File: src/rtl/router_vc_link_buffer.sv
// Per-link router input stage: one FIFO per virtual channel, packet-lock tracking,
// and a round-robin arbiter that forwards one flit per cycle to a registered output.
module router_vc_link_buffer #(
  parameter int unsigned DATA_W = 35,
  parameter int unsigned NUM_VC = 2,
  parameter int unsigned DEPTH  = 4,
  parameter int unsigned VC_W   = $clog2(NUM_VC)
) (
  input  logic              clk,
  input  logic              RST_,
  input  logic [DATA_W-1:0] IDATA,
  input  logic              IVALID,
  input  logic [VC_W-1:0]   IVCH,
  output logic [NUM_VC-1:0] OACK,
  output logic [NUM_VC-1:0] ORDY,
  output logic [NUM_VC-1:0] OLCK,
  output logic              OERR,
  output logic [DATA_W-1:0] ODATA,
  output logic              OVALID,
  output logic [VC_W-1:0]   OVCH,
  input  logic [NUM_VC-1:0] IRDY
);

  localparam int unsigned PTR_W = $clog2(DEPTH);
  localparam int unsigned CNT_W = $clog2(DEPTH + 1);

  localparam logic [1:0] FT_BODY   = 2'b00;
  localparam logic [1:0] FT_HEAD   = 2'b01;
  localparam logic [1:0] FT_TAIL   = 2'b10;
  localparam logic [1:0] FT_SINGLE = 2'b11;

  logic [DATA_W-1:0] mem_q [NUM_VC][DEPTH];
  logic [PTR_W-1:0]  wr_ptr_q [NUM_VC];
  logic [PTR_W-1:0]  wr_ptr_d [NUM_VC];
  logic [PTR_W-1:0]  rd_ptr_q [NUM_VC];
  logic [PTR_W-1:0]  rd_ptr_d [NUM_VC];
  logic [CNT_W-1:0]  cnt_q    [NUM_VC];
  logic [CNT_W-1:0]  cnt_d    [NUM_VC];

  logic [VC_W-1:0]   rr_q, rr_d;
  logic [NUM_VC-1:0] lck_q, lck_d;
  logic [NUM_VC-1:0] ack_q, ack_d;
  logic              err_q, err_d;
  logic [DATA_W-1:0] odata_q, odata_d;
  logic              ovalid_q, ovalid_d;
  logic [VC_W-1:0]   ovch_q, ovch_d;

  logic [NUM_VC-1:0] ordy_c, vc_hit, elig, push, pop;
  logic              wr_ok, drop, proto_err;
  logic              gnt_vld;
  logic [VC_W-1:0]   gnt_vc, cand;
  logic [1:0]        ftype;

  // Per-VC status decode from registered counts.
  always_comb begin
    ordy_c = '0;
    vc_hit = '0;
    elig   = '0;
    for (int unsigned v = 0; v < NUM_VC; v++) begin
      ordy_c[v] = (cnt_q[v] < CNT_W'(DEPTH));
      vc_hit[v] = (IVCH == VC_W'(v));
      elig[v]   = (cnt_q[v] != '0) && IRDY[v];
    end
  end

  // Out-of-range VC leaves vc_hit empty, so the flit falls into the drop path.
  assign wr_ok = IVALID && |(vc_hit & ordy_c);
  assign push  = wr_ok ? vc_hit : '0;
  assign drop  = IVALID && !wr_ok;
  assign ftype = IDATA[DATA_W-1 -: 2];

  // Round-robin search starting one past the last granted VC.
  always_comb begin
    gnt_vld = 1'b0;
    gnt_vc  = '0;
    cand    = '0;
    for (int unsigned k = 1; k <= NUM_VC; k++) begin
      cand = VC_W'((32'(rr_q) + k) % NUM_VC);
      if (!gnt_vld && elig[cand]) begin
        gnt_vld = 1'b1;
        gnt_vc  = cand;
      end
    end
  end

  always_comb begin
    pop = '0;
    for (int unsigned v = 0; v < NUM_VC; v++) begin
      pop[v] = gnt_vld && (gnt_vc == VC_W'(v));
    end
  end

  // Next-state: FIFO bookkeeping, lock tracking, error, output stage.
  always_comb begin
    wr_ptr_d  = wr_ptr_q;
    rd_ptr_d  = rd_ptr_q;
    cnt_d     = cnt_q;
    lck_d     = lck_q;
    rr_d      = rr_q;
    odata_d   = odata_q;
    ovch_d    = ovch_q;
    ovalid_d  = 1'b0;
    ack_d     = push;
    proto_err = 1'b0;

    for (int unsigned v = 0; v < NUM_VC; v++) begin
      if (push[v]) begin
        wr_ptr_d[v] = wr_ptr_q[v] + PTR_W'(1);
        unique case (ftype)
          FT_HEAD: begin
            if (lck_q[v]) proto_err = 1'b1;
            lck_d[v] = 1'b1;
          end
          FT_TAIL: begin
            if (!lck_q[v]) proto_err = 1'b1;
            lck_d[v] = 1'b0;
          end
          FT_BODY:   if (!lck_q[v]) proto_err = 1'b1;
          FT_SINGLE: if (lck_q[v]) proto_err = 1'b1;
          default: ;
        endcase
      end
      if (pop[v]) rd_ptr_d[v] = rd_ptr_q[v] + PTR_W'(1);
      unique case ({push[v], pop[v]})
        2'b10:   cnt_d[v] = cnt_q[v] + CNT_W'(1);
        2'b01:   cnt_d[v] = cnt_q[v] - CNT_W'(1);
        default: cnt_d[v] = cnt_q[v];
      endcase
    end

    err_d = err_q | drop | proto_err;

    if (gnt_vld) begin
      ovalid_d = 1'b1;
      ovch_d   = gnt_vc;
      odata_d  = mem_q[gnt_vc][rd_ptr_q[gnt_vc]];
      rr_d     = gnt_vc;
    end
  end

  always_ff @(posedge clk or negedge RST_) begin
    if (!RST_) begin
      for (int unsigned v = 0; v < NUM_VC; v++) begin
        wr_ptr_q[v] <= '0;
        rd_ptr_q[v] <= '0;
        cnt_q[v]    <= '0;
      end
      rr_q     <= VC_W'(NUM_VC - 1);
      lck_q    <= '0;
      ack_q    <= '0;
      err_q    <= 1'b0;
      odata_q  <= '0;
      ovalid_q <= 1'b0;
      ovch_q   <= '0;
    end else begin
      wr_ptr_q <= wr_ptr_d;
      rd_ptr_q <= rd_ptr_d;
      cnt_q    <= cnt_d;
      rr_q     <= rr_d;
      lck_q    <= lck_d;
      ack_q    <= ack_d;
      err_q    <= err_d;
      odata_q  <= odata_d;
      ovalid_q <= ovalid_d;
      ovch_q   <= ovch_d;
    end
  end

  // Storage needs no reset: only slots covered by a non-zero count are ever read.
  always_ff @(posedge clk) begin
    for (int unsigned v = 0; v < NUM_VC; v++) begin
      if (push[v]) mem_q[v][wr_ptr_q[v]] <= IDATA;
    end
  end

  assign OACK   = ack_q;
  assign ORDY   = ordy_c;
  assign OLCK   = lck_q;
  assign OERR   = err_q;
  assign ODATA  = odata_q;
  assign OVALID = ovalid_q;
  assign OVCH   = ovch_q;

endmodule

File: config.mk
export PLATFORM = sky130hd
export DESIGN_NAME = router_vc_link_buffer
export DESIGN_NICKNAME = d
export VERILOG_FILES = /design/src/rtl/router_vc_link_buffer.sv
export SDC_FILE = /design/constraint.sdc
export NUM_CORES = 1
export LEC_CHECK = 0
export BUFFER_PORTS_ARGS = -buffer_cell sky130_fd_sc_hd__buf_2
export CORE_MARGIN = 2
export CORE_UTILIZATION = 60
export CTS_BUF_LIST = sky130_fd_sc_hd__clkbuf_2 sky130_fd_sc_hd__clkbuf_4 sky130_fd_sc_hd__clkbuf_8
export DETAILED_ROUTE_END_ITERATION = 8
export PLACE_DENSITY = 0.87
export SKIP_CTS_REPAIR_TIMING = 1
export SLEW_MARGIN = 0
export SYNTH_ARGS = -nofsm -noshare
export SYNTH_HDL_FRONTEND = slang
export SYNTH_SLANG_ARGS = --single-unit
export TNS_END_PERCENT = 30
File: constraint.sdc
create_clock -name clk -period 4.5 [get_ports clk]
set_input_delay 0.675 -clock clk [delete_from_list [all_inputs] [get_ports clk]]
set_output_delay 0.675 -clock clk [all_outputs]
set_load 0.01 [all_outputs]
### Word-level counts from Yosys, hierarchy flattened

Memory sizes are Yosys's and may differ from the RTL's.
Cells that the tools add are included.

| word-level totals | value |
|---|---|
| flip-flop bits (word level) | 57 |
| RAM bits | 280 |
| input port bits | 41 |
| output and inout bits | 44 |
| word-level logic and storage cells | 112 |
| memories kept | 1 |

Memories:

| name | depth | bits a word | read ports | clocked after memory_dff | write ports | line | RTL |
|---|---|---|---|---|---|---|---|
| mem_q | 2 | 140 | 1 | 0 | 1 | 32 | `logic [DATA_W-1:0] mem_q [NUM_VC][DEPTH];` |

| cells by class | value |
|---|---|
| add/subtract/negate cells | 10 |
| $lt $le $gt $ge | 10 |
| eq/ne operators | 7 |
| multiplexer cells | 38 |
| bitwise logic cells | 9 |
| reductions and logical operators | 23 |

Operator list:

| kind | count |
|---|---|
| $mux 140 | 4 |
| $demux 35 s2 | 2 |
| $mux 35 | 4 |
| $reduce_or 140->1 | 1 |
| $bmux 35 s2 | 1 |
| $mux 1 | 18 |
| $pmux 3 s2 | 2 |
| $ge 3x3->1 const B | 3 |
| $logic_and 1x1->1 | 9 |
| $not 2->3 | 3 |
| $add 2x1->2 const B | 4 |
| $eq 2x2->1 const B | 4 |
| $mux 2 | 4 |
| $add 3x1->3 const B | 2 |
| $eq 2x1->1 const B | 3 |
| $lt 3x1->1 const B | 2 |
| $lt 3x3->1 const B | 2 |
| $pmux 1 s2 | 3 |
| $reduce_bool 2->1 | 3 |
| $reduce_bool 3->1 | 2 |
| $reduce_or 2->1 | 3 |
| $sub 3x1->3 const B | 2 |
| $lt 1x2->1 const B | 2 |
| $reduce_and 2->1 | 2 |
| other kinds (8) | 12 |

### Depth between registers and ports, before layout

Gate-level depths: netlist (run 1).

| depth | value |
|---|---|
| depth in word-level cells | 16 |
| mapped depth | 10 |
| mapped depth without buffers | 9 |

### Worst setup path before layout (run 1)

Ideal clock, no wire load.

| timing path | value |
|---|---|
| path type | input -> register |
| start point | input IRDY[1] |
| end point | register cnt_q[2] (netlist name) |
| setup time | 0.080 ns |
| arrival time | 2.264 ns |
| required time | 4.420 ns |
| setup slack | 2.157 ns |
| cell stages on the path | 10 |
| path buffers | 1 |
| cell sequence | o31a_1 > nand2_2 > clkinv_2 > buf_6 > ha_1 > inv_1 > fa_1 > xor2_1 > nor2_1 > xnor2_1 |

| on the way | value |
|---|---|
| word-level cells in the longest chain between the ends | 10 |
| elaborated cells on any way between the ends | 16 |
| classes of those cells | 2 x eq/ne; 9 x mux; 5 x reduce/logical |

Ends and longest elaborated chain:

| what | line | RTL |
|---|---|---|
| start: declaration | 21 | `input logic [NUM_VC-1:0] IRDY` |
| $logic_and 1x1->1 (*) | 62 | `elig[v] = (cnt_q[v] != '0) && IRDY[v];` |
| $mux 1 (implied by the code) (2 in a row) | 79 | `if (!gnt_vld && elig[cand]) begin` |
| $mux 1 | 79 |  |
| $logic_not 1->1 | 79 |  |
| $logic_and 1x1->1 | 79 |  |
| $mux 1 | 79 |  |
| $logic_and 1x1->1 (*) | 89 | `pop[v] = gnt_vld && (gnt_vc == VC_W'(v));` |
| net pop[1] | 48 | `logic [NUM_VC-1:0] ordy_c, vc_hit, elig, push, pop;` |
| $eq 2x1->1 / $eq 2x2->1 (equally long branches) | 124 | `unique case ({push[v], pop[v]})` |
| $pmux 3 s2 / $reduce_bool 2->1 (equally long branches) | - |  |
| end signal: assignment | 158 | `cnt_q <= cnt_d;` |
| end: declaration | 37 | `logic [CNT_W-1:0] cnt_q [NUM_VC];` |

Mark *: on every way through the listed nets, which the timed path passes. The rest lies on a longest branch. The select of a mux whose other input is x is not followed.
A chain may end at the register's enable or synchronous reset.

### Worst setup path after layout (run 1)

| timing path | value |
|---|---|
| start point | register cnt_q[0] (netlist name) |
| end point | register odata_q[32] (netlist: ODATA[32]) |

| on the way | value |
|---|---|
| word-level cells in the longest chain between the ends | 16 |
| elaborated cells on any way between the ends | 21 |
| classes of those cells | 14 x mux; 2 x bitwise; 4 x reduce/logical; 1 x memory |

Ends and longest elaborated chain:

| what | line | RTL |
|---|---|---|
| $reduce_bool 3->1 (*) | 62 |  |
| $logic_and 1x1->1 (*) | 62 |  |
| $mux 1 (implied by the code) (2 in a row) | 79 |  |
| $mux 1 | 79 |  |
| $logic_not 1->1 | 79 |  |
| $logic_and 1x1->1 | 79 |  |
| $mux 1 | 79 |  |
| $not 1->2 (implied by the code) | 136 | `odata_d = mem_q[gnt_vc][rd_ptr_q[gnt_vc]];` |
| $mux 2 (implied by the code) (3 in a row) | 136 |  |
| $not 2->3 (implied by the code) | 136 |  |
| $bmux 35 s2 | 136 |  |
| $mux 35 (implied by the code) (2 in a row) | 136 |  |
| end signal: assignment | 163 | `odata_q <= odata_d;` |
| end: declaration | 44 | `logic [DATA_W-1:0] odata_q, odata_d;` |

Every way passes the cells marked *; elsewhere a longest branch is shown, timed or not. The select of a mux whose other input is x is not followed.

==> impl_metrics.csv, run 1 <==
group,metric,value,unit
run_status,status,"completed",
worst_setup_path,reg2reg_to,"ODATA[32]",
cells_and_area,finish.utilization,68.28,%
timing,setup_tns,0,ns
worst_setup_path,critPathLaunchType,"flop",
floorplanning,io_pins,85,
cells_and_area,layout_common_cells,"280 x edfxtp_1, 141 x mux2i_1, 84 x buf_2",
detailed_routing,viasPerCell,6.193,
synthesis,synth_top_area_cell,"edfxtp_1",
pwr,pwr-share-clk,27.2,%
timing,tightestPinTransition,1.102,ns
worst_setup_path,rr_startpoint,"cnt_q[0]",
worst_setup_path,rrSetupSlack,1.84,ns
timing,fmax,375.7,MHz
detailed_routing,wl,28.30,mm
global_routing,grt_pass1_vias,7629,
pwr,pwr-share-seq,44.9,%
synthesis,synth_area_leaders,"edfxtp_1 62%, mux2i_1 10%, dfrtp_1 10%",
timing,drv_slew,0,
timing,rsz0062_at_grt,"false",
worst_setup_path,critical_path_class,"reg -> reg",
synthesis,yosysSeqAreaShare,72.30,%
cts,insertion_delay,0.60,ns
worst_setup_path,cp-end-kind,"flop",
worst_setup_path,path_max_fanout,40,
synthesis,synth_fp_nets,813,
timing,finalSetupViolations,0,
cells_and_area,final_common_cell,"edfxtp_1",
pwr,p_switching,3.109,mW
synthesis,yosys_warnings,0,
placed_design,place_hpwl,15.74,mm
pwr,leakagePower,5.649,nW
cts,cts_buffers,52,
global_routing,grt_pass1_wl,43.86,mm
synthesis,synth_seq_cells,337,
run,drv_cap,0,
cts,clockRootBuffer,"clkbuf_8",
timing,clock_skew,0.03086,ns
detailed_routing,final_antenna_net_count,0,
floorplanning,die_w,154.6,um
global_routing,track_usage,24.12,%
synthesis,synth_area,0.01360,mm^2
timing,holdWs,0.2745,ns
cells_and_area,design_area,0.01532,mm^2
pwr,p_int,6.425,mW
cts,clock-sinks,337,
global_routing,grt.overflow.total,0,
placed_design,gp_congestion,0.7708,
floorplanning,die_height,154.6,um
pwr,power.density,622.5,mW/mm^2
timing,max_slew_margin,26.36,%
worst_setup_path,reg2reg_depth,6,
hold_path,hp-class,"in -> async",
synthesis,yosysUniqueCellTypes,42,
cells_and_area,area_growth,12.59,%
timing,hold_violations,0,
pwr,vdd_drop_max,0.3216,mV
cells_and_area,drive_gt1_share,26.44,%
pwr,finalPower,9.534,mW
pwr,p_comb_share,27.8,%
cts,cts_tree,"built",
synthesis,yosysTopAreaCellShare,61.80,%
timing,period_share,59.15,%
global_routing,grt_max_degree,48,
cells_and_area,nNetsFinal,917,
detailed_routing,vias,7370,
synthesis,syn_inst,757,
detailed_routing,drtIter0Drc,752,
detailed_routing,drc_errors,0,
worst_setup_path,required,4.97,ns
detailed_routing,wl_per_cell,23.78,um
placed_design,port_buffers,84,
detailed_routing,drtPass1Iterations,5,
cts,cts_max_level,2,
floorplanning,coreArea,0.02243,mm^2
worst_setup_path,critPathArrivalTime,3.13,ns
floorplanning,core.rowCount,55,
floorplanning,dieArea,0.02390,mm^2
synthesis,avgSynthCellArea,17.97,um^2
pwr,swShare,32.61,%
cells_and_area,fillers,1430,
placed_design,postPlaceCellArea,0.01423,mm^2
global_routing,antenna_found_initial,0,
floorplanning,initial_core_util,60.64,%
cts,clockBufferDepth,3,
cts,path_clk_slew,0.06,ns
timing,final.min_clock_period,2.662,ns
how the worst max path moves through the flow:
stage / to / from / depth (start not counted) / slack [ns]
2_1_floorplan: cnt_q[2] / IRDY[1] / 10 / 2.16
3_3_place_gp: ODATA[1] / IRDY[1] / 7 / 1.72
3_5_place_dp: ODATA[8] / IRDY[1] / 7 / 1.60
4_1_cts: ODATA[32] / cnt_q[0] / 6 / 1.85
5_1_grt: ODATA[32] / cnt_q[0] / 6 / 1.72
6_report: ODATA[32] / cnt_q[0] / 6 / 1.84
worst max-delay path, cell delays in order (launching register included):
cell     delay [ns]
dfrtp_1        0.44
o31a_1         0.40
nand2_2        0.12
buf_4          0.51
o22ai_2        0.39
buf_4          0.35
a221o_1        0.33
power groups by stage:
stage | sequential, mW | combinational, mW | clock (mW)
2_1_floorplan | 4.17 | 1.98 | 0
3_3_place_gp | 4.31 | 2.53 | 0
3_5_place_dp | 4.33 | 2.65 | 0
4_1_cts | 4.28 | 2.66 | 2.62
5_1_grt | 4.32 | 2.86 | 2.75
6_report | 4.28 | 2.65 | 2.60
per-stage QoR:
step	std cells	setup slack, ns
6_report	1190	1.838
5_1_grt	1189	1.720
4_1_cts	1189	1.850
3_5_place_dp	1092	1.603
3_3_place_gp	1092	1.723
2_1_floorplan	757	2.157
Yosys cell counts, drive strengths merged:
cell and instances:
a21o 1, a221o 35, clkbuf 15, clkinv 1, nor2b 36, o31ai 3
nor2 7, buf 31, a221oi 35, and3 8, o22ai 2, inv 18
fa 2, xnor2 12, o211ai 2, ha 13, a2111oi 35, nand2 8
mux2i 141, edfxtp 280, o311a 1, nand3 2, o21ai 6, dfstp 1
a22oi 1, o31a 2, o311ai 1, dfrtp 56, xor2 2
registers in the layout, indices dropped and copies added (netlist names):
name      cells
rd_ptr_q      4
OERR          1
OACK          2
OVALID        1
wr_ptr_q      4
cnt_q         6
mem_q       280
OVCH          1
ODATA        35
OLCK          2
rr_q          1
per-layer routing:
layer,global-route usage (%),vias up,share of wire [%]
met5,0,-,0
met4,7.892,0,1.8
met3,4.875,45,7.2
met2,40.60,326,51
met1,31.97,3729,40
li1,-,3270,-
cells by family after synthesis:
family | share of synthesized area (%)
buf+inv | 2.501
mux | 10.37
simple gates | 2.548
flops | 72.30
compound gates | 9.887
fa+ha+maj | 1.490
xor+xnor | 0.9013
cell type report:
cell class / instances / area, um^2 / area share, %
Antenna cell: 1 / 2.502 / 0.01634
Timing Repair Buffer: 96 / 510.5 / 3.333
Clock inverter: 12 / 91.34 / 0.5963
Clock buffer: 85 / 988.4 / 6.453
Sequential cell: 337 / 9843 / 64.26
Inverter: 19 / 72.57 / 0.4738
Multi-Input combinational cell: 355 / 3452 / 22.54
Tap cell: 285 / 356.6 / 2.328
No activity file was read; power rests on OpenSTA's default activity.
==> inputs of run 2 (changes only) <==
--- a/config.mk
+++ b/config.mk
@@ -5,6 +5,7 @@
 export SDC_FILE = /design/constraint.sdc
 export NUM_CORES = 1
 export LEC_CHECK = 0
+export ABC_AREA = 1
 export BUFFER_PORTS_ARGS = -buffer_cell sky130_fd_sc_hd__buf_2
 export CORE_MARGIN = 2
 export CORE_UTILIZATION = 60
==> constraint.sdc (replaced) <==
create_clock -name clk -period 2.7 [get_ports clk]
set_input_delay 0.405 -clock clk [delete_from_list [all_inputs] [get_ports clk]]
set_output_delay 0.405 -clock clk [all_outputs]
set_load 0.01 [all_outputs]
==> impl_metrics.csv, run 2 <==
group,metric,value,unit
detailed_routing,drtIter0Drc,1031,
detailed_routing,drt-met1-wl,11.84,mm
cells_and_area,final-seq-area,0.009836,mm^2
timing,finalSetupViolations,0,
cells_and_area,nNetsFinal,1516,
detailed_routing,vias,10030,
timing,drv_slew,0,
synthesis,synthMuxAreaShare,0,%
synthesis,synth_edf_count,280,
pwr,pwr-share-clk,25.9,%
placed_design,gp_congestion,0.7727,
cells_and_area,drive_gt1_share,14.99,%
synthesis,yosysUniqueCellTypes,24,
synthesis,synth_seq_cells,337,
cells_and_area,finish.utilization,69.15,%
placed_design,place_hpwl,16.89,mm
worst_setup_path,crit_path_top_delay_cell,"buf_12",
worst_setup_path,required,3.21,ns
pwr,pwr-share-seq,40.1,%
detailed_routing,drc_errors,0,
timing,max_slew_margin,30.32,%
detailed_routing,drtPass1Iterations,5,
synthesis,synth-xor-area-share,0.4938,%
placed_design,port_buffers,84,
floorplanning,coreArea,0.02333,mm^2
worst_setup_path,path_max_fanout,145,
timing,fin_ws,0.1104,ns
synthesis,yosys_warnings,0,
pwr,p_int,10.46,mW
cts,insertion_delay,0.59,ns
cells_and_area,multi_input_area,0.003980,mm^2
cells_and_area,fillers,1581,
cts,cts_buffers,51,
pwr,swShare,37.02,%
synthesis,synth_area_leaders,"edfxtp_1 59%, nand2_1 19%, dfrtp_1 9.9%",
detailed_routing,wl,31.92,mm
synthesis,synth_simple_gate_area_share,24.66,%
cts,clock-sinks,337,
floorplanning,core.rowCount,56,
timing,setup_tns,0,ns
pwr,p_switching,6.150,mW
synthesis,avgSynthCellArea,10.38,um^2
floorplanning,initial_core_util,60.81,%
run_status,status,"completed",
floorplanning,die_height,157.8,um
cells_and_area,area_growth,13.72,%
worst_setup_path,critPathArrivalTime,3.10,ns
global_routing,grt.overflow.total,0,
placed_design,place_ws,0.2234,ns
cts,cts_max_level,2,
pwr,leakagePower,7.151,nW
synthesis,synth_top_family_by_area,"simple AND/OR/NAND/NOR gates",
synthesis,synth_common_cells,"724 x nand2_1, 280 x edfxtp_1, 144 x nand3_1, 56 x dfrtp_1, 46 x buf_2",
global_routing,grt_max_degree,146,
detailed_routing,wl_met2,16.10,mm
pwr,vdd_drop_max,0.6982,mV
worst_setup_path,crit_chain,"nor2_1 -> a21boi_4 -> nand2_4 -> buf_12 -> nand2_1 -> nand2_2 -> buf_4 -> nand2_1 -> nand2_1 -> nand2_1 -> nand2_1 -> nand2_1 -> nand2_1",
cts,path_clk_slew,0.07,ns
global_routing,track_usage,26.24,%
global_routing,antenna_found_initial,2,
floorplanning,die_w,157.8,um
synthesis,synth_fp_nets,1423,
timing,tightestPinTransition,1.045,ns
detailed_routing,top_layer,"met4",
cells_and_area,final_common_cell,"nand2_1",
worst_setup_path,cp-end-kind,"flop",
floorplanning,io_pins,85,
synthesis,synth_top_area_cell,"edfxtp_1",
cells_and_area,layout_common_cells,"720 x nand2_1, 280 x edfxtp_1, 144 x nand3_1",
synthesis,yosysMostFrequentCell,"nand2_1",
worst_setup_path,cpPeakStageDelay,0.44,ns
cts,cts_tree,"built",
global_routing,grt_pass1_wl,49.69,mm
timing,period_share,95.91,%
worst_setup_path,critical_path_class,"reg -> reg",
synthesis,synth_area,0.01419,mm^2
timing,fmax,386.2,MHz
timing,hold_violations,0,
detailed_routing,wl_per_cell,17.52,um
timing,clock_skew,0.01474,ns
floorplanning,dieArea,0.02489,mm^2
detailed_routing,viasPerCell,5.507,
pwr,power.density,1029,mW/mm^2
detailed_routing,final_antenna_net_count,0,
cells_and_area,largest_reg_flops,280,
hold_path,hp-class,"in -> reg",
pwr,p_comb_share,34.0,%
worst_setup_path,critPathLaunchType,"flop",
synthesis,syn_inst,1367,
worst_setup_path,cpMostUsedCell,"nand2_1",
cts,clockBufferDepth,3,
synthesis,synthFlopType,"edfxtp_1",
synthesis,yosysTopAreaCellShare,59.26,%
detailed_routing,wl_met3,2.788,mm
synthesis,yosysSeqAreaShare,69.32,%
cts,clockRootBuffer,"clkbuf_8",
synthesis,synthAdderAreaFrac,1.429,%
synthesis,async_reset_ff_share,16.91,%
timing,final.min_clock_period,2.590,ns
synthesis,synth_compound_area_share,0.8377,%
run,drv_cap,0,
global_routing,grt_pass1_vias,9859,
==> run 2: final cells by class <==
| cell class | count | area share (%) |
|---|---|---|
| clock buffer | 84 | 6.118 |
| clock inverter | 10 | 0.5040 |
| timing repair buffer | 112 | 4.482 |
| sequential | 337 | 60.96 |
| tap | 319 | 2.474 |
| multi-input combinational | 925 | 24.67 |
| antenna | 2 | 0.03102 |
| inverter | 33 | 0.7677 |
==> run 2: per-stage QoR <==
step / hold slack, ns / cell area [um^2] / std cells / power [mW]
3_3_place_gp: 0.4549 / 15050 / 1725 / 12.03
6_report: 0.09256 / 16140 / 1822 / 16.61
3_5_place_dp: 0.4602 / 15050 / 1725 / 12.28
5_1_grt: 0.07877 / 16140 / 1822 / 17.60
2_1_floorplan: 0.1094 / 14190 / 1367 / 10.50
4_1_cts: -0.05234 / 16120 / 1819 / 16.59
==> run 2: kinds of logic (layout without fill, tap and decap cells) <==
family	count (synthesis)	after routing
XOR/XNOR	8	8
AO/OA/AOI/OAI	20	20
buffers and inverters	105	239
flip-flops	337	337
AND/OR/NAND/NOR	882	882
adder cells (fa/ha/maj)	15	15
other	0	2
==> run 2: metal layers <==
layer  up-vias  GRT usage [%]
met5         -              0
met4         0          13.90
met3       106          4.626
met2       521          44.29
met1      4722          32.54
li1       4685              -
==> run 2: final timing paths <==
kind                                start      endpoint  slack (ns)  cells after the start
worst max-delay path             cnt_q[0]     ODATA[32]        0.11                     13
worst min-delay path            IDATA[15]  mem_q[1][50]        0.09                      1
worst max register to register   cnt_q[0]     ODATA[32]        0.11                     13
worst min register to register  ODATA[20]     ODATA[20]        0.47                      2
max in group asynchronous            RST_     ODATA[22]        1.67                      2
min in group asynchronous            RST_      ODATA[0]        0.47                      2
==> run 2: power by group through the flow <==
stage          logic, mW  registers (mW)  clock network [mW]
6_report            5.65            6.66                4.31
3_3_place_gp        5.30            6.73                   0
4_1_cts             5.60            6.66                4.33
5_1_grt             6.31            6.71                4.57
2_1_floorplan       3.67            6.83                   0
3_5_place_dp        5.53            6.75                   0
==> run 2: worst max-delay path, delay by kind of cell, from the launching register on <==
| family | cells | cell delay [ns] |
|---|---|---|
| simple gates | 10 | 1.14 |
| buf+inv | 2 | 0.77 |
| flops | 1 | 0.40 |
| compound gates | 1 | 0.12 |
==> inputs of run 3 (changes only) <==
--- a/config.mk
+++ b/config.mk
@@ -7,7 +7,6 @@
 export LEC_CHECK = 0
 export ABC_AREA = 1
 export BUFFER_PORTS_ARGS = -buffer_cell sky130_fd_sc_hd__buf_2
-export CORE_MARGIN = 2
 export CORE_UTILIZATION = 60
 export CTS_BUF_LIST = sky130_fd_sc_hd__clkbuf_2 sky130_fd_sc_hd__clkbuf_4 sky130_fd_sc_hd__clkbuf_8
 export DETAILED_ROUTE_END_ITERATION = 8
==> impl_metrics.csv, run 3 (synthesis gave the netlist of run 2 again) <==
group,metric,value,unit
global_routing,antenna_found_initial,0,
cts,clockRootBuffer,"clkbuf_8",
timing,fin_ws,0.2223,ns
worst_setup_path,cp-startpoint,"cnt_q[1]",
floorplanning,dieArea,0.02427,mm^2
placed_design,place_ws,0.3261,ns
floorplanning,die_w,155.8,um
timing,clock_skew,0.03739,ns
floorplanning,coreArea,0.02292,mm^2
cells_and_area,finish.utilization,70.67,%
floorplanning,io_pins,85,
detailed_routing,wl,32.52,mm
cts,cts_max_level,2,
timing,rsz0062_at_grt,"false",
floorplanning,initial_core_util,61.92,%
cells_and_area,nNetsFinal,1514,
global_routing,grt_pass1_vias,9904,
cells_and_area,area_growth,14.14,%
cts,path_clk_slew,0.07,ns
detailed_routing,drtIter0Drc,1088,
detailed_routing,viasPerCell,5.556,
cts,clock-sinks,337,
detailed_routing,final_antenna_net_count,0,
worst_setup_path,crit_path_top_delay_cell,"buf_4",
hold_path,hp-class,"in -> reg",
worst_setup_path,worst-path-buf-inv,2,
cts,cts_tree,"built",
timing,drv_slew,0,
worst_setup_path,critPathArrivalTime,3.00,ns
worst_setup_path,cp-end-kind,"flop",
worst_setup_path,required,3.22,ns
timing,period_share,91.77,%
cells_and_area,layout_common_cells,"721 x nand2_1, 280 x edfxtp_1, 144 x nand3_1",
worst_setup_path,path_max_fanout,91,
worst_setup_path,path_delay_family,"buffers and inverters",
worst_setup_path,critical_path_class,"reg -> reg",
cells_and_area,design_area,0.01620,mm^2
cts,clockBufferDepth,3,
hold_path,min_from,"IDATA[13]",
detailed_routing,drc_errors,0,
worst_setup_path,cpMostUsedCell,"nand2_1",
pwr,leakagePower,7.173,nW
placed_design,gp_congestion,0.7597,
pwr,power.density,1038,mW/mm^2
global_routing,grt_pass1_wl,50.65,mm
worst_setup_path,critPathLaunchType,"flop",
detailed_routing,wl_per_cell,17.93,um
detailed_routing,vias,10080,
placed_design,port_buffers,84,
pwr,finalPower,16.81,mW
global_routing,grt.overflow.total,0,
timing,tightestPinTransition,1.053,ns
cells_and_area,largest_reg_flops,280,
timing,final.min_clock_period,2.478,ns
floorplanning,core.rowCount,55,
placed_design,place_hpwl,16.39,mm
worst_setup_path,crit_chain,"inv_1 -> a21boi_4 -> buf_4 -> nand3_1 -> nand2_1 -> nand2_1 -> nand2_1 -> nand2_1 -> nand2_1 -> nand2_1 -> nand2_1",
timing,fmax,403.6,MHz
pwr,vdd_drop_max,0.8714,mV
cts,insertion_delay,0.59,ns
timing,finalSetupViolations,0,
placed_design,postPlaceCellArea,0.01504,mm^2
global_routing,grt_max_degree,100,
cts,cts_buffers,51,
cells_and_area,final_common_cell,"nand2_1",
cells_and_area,diodes,0,
run_status,status,"completed",
cells_and_area,drive_gt1_share,14.59,%
timing,max_slew_margin,29.81,%
run,drv_cap,0,
global_routing,track_usage,27.50,%
timing,hold_violations,0,
worst_setup_path,cpPeakStageDelay,0.83,ns
floorplanning,die_height,155.8,um
worst_setup_path,rr_startpoint,"cnt_q[1]",
detailed_routing,drtPass1Iterations,5,
## run 3: cell types whose count changed in the layout (fill, tap and decap cells not counted), moves of 2 or more
cell	delta
buf_4	-5
diode_2	-2
clkbuf_4	-13
clkbuf_8	+9
clkinv_1	+5
buf_12	+2
## run 3: layout make-up
| type | instances | area, um^2 |
|---|---|---|
| timing repair buffer | 110 | 730.7 |
| multi-input combinational | 925 | 3970 |
| fill | 1544 | 6720 |
| clock inverter | 16 | 130.1 |
| sequential | 337 | 9836 |
| tap | 313 | 391.6 |
| clock buffer | 80 | 1013 |
| inverter | 33 | 123.9 |
## run 3: worst paths after layout
check | to | slack [ns] | cells after the start
setup / recovery | ODATA[14] | 0.22 | 11
hold / removal | mem_q[0][13] | 0.08 | 1
setup reg to reg | ODATA[14] | 0.22 | 11
hold reg to reg | OVCH | 0.47 | 2
max in group asynchronous | rr_q | 1.46 | 3
min in group asynchronous | ODATA[14] | 0.43 | 2
## run 3: report_power, final
part / leakage, nW / internal, mW / switching, mW
clock network: 0.612 / 2.59 / 1.95
logic: 3.33 / 1.65 / 3.94
registers: 3.23 / 6.35 / 0.336
total: 7.17 / 10.6 / 6.23
## run 3: per-layer routing
layer | GRT usage (%) | part of all wire, %
met1 | 35.30 | 39
met2 | 46.68 | 50
met3 | 4.528 | 9.2
met4 | 11.53 | 2.2
met5 | 0 | 0
## run 3: through the flow
| stage | setup TNS, ns | instances | hold WS (ns) |
|---|---|---|---|
| 2_1_floorplan | -34.25 | 1367 | 0.1094 |
| 3_3_place_gp | 0 | 1717 | 0.4504 |
| 3_5_place_dp | 0 | 1717 | 0.4545 |
| 4_1_cts | 0 | 1813 | -0.1329 |
| 5_1_grt | 0 | 1814 | 0.06220 |
| 6_report | 0 | 1814 | 0.07951 |
## run 3: worst reg2reg max path, cell delays in order (launching register included)
cell      delay, ns
dfrtp_1        0.36
inv_1          0.10
a21boi_4       0.29
buf_4          0.83
nand3_1        0.28
nand2_1        0.16
nand2_1        0.06
nand2_1        0.08
nand2_1        0.06
nand2_1        0.11
nand2_1        0.05
nand2_1        0.08
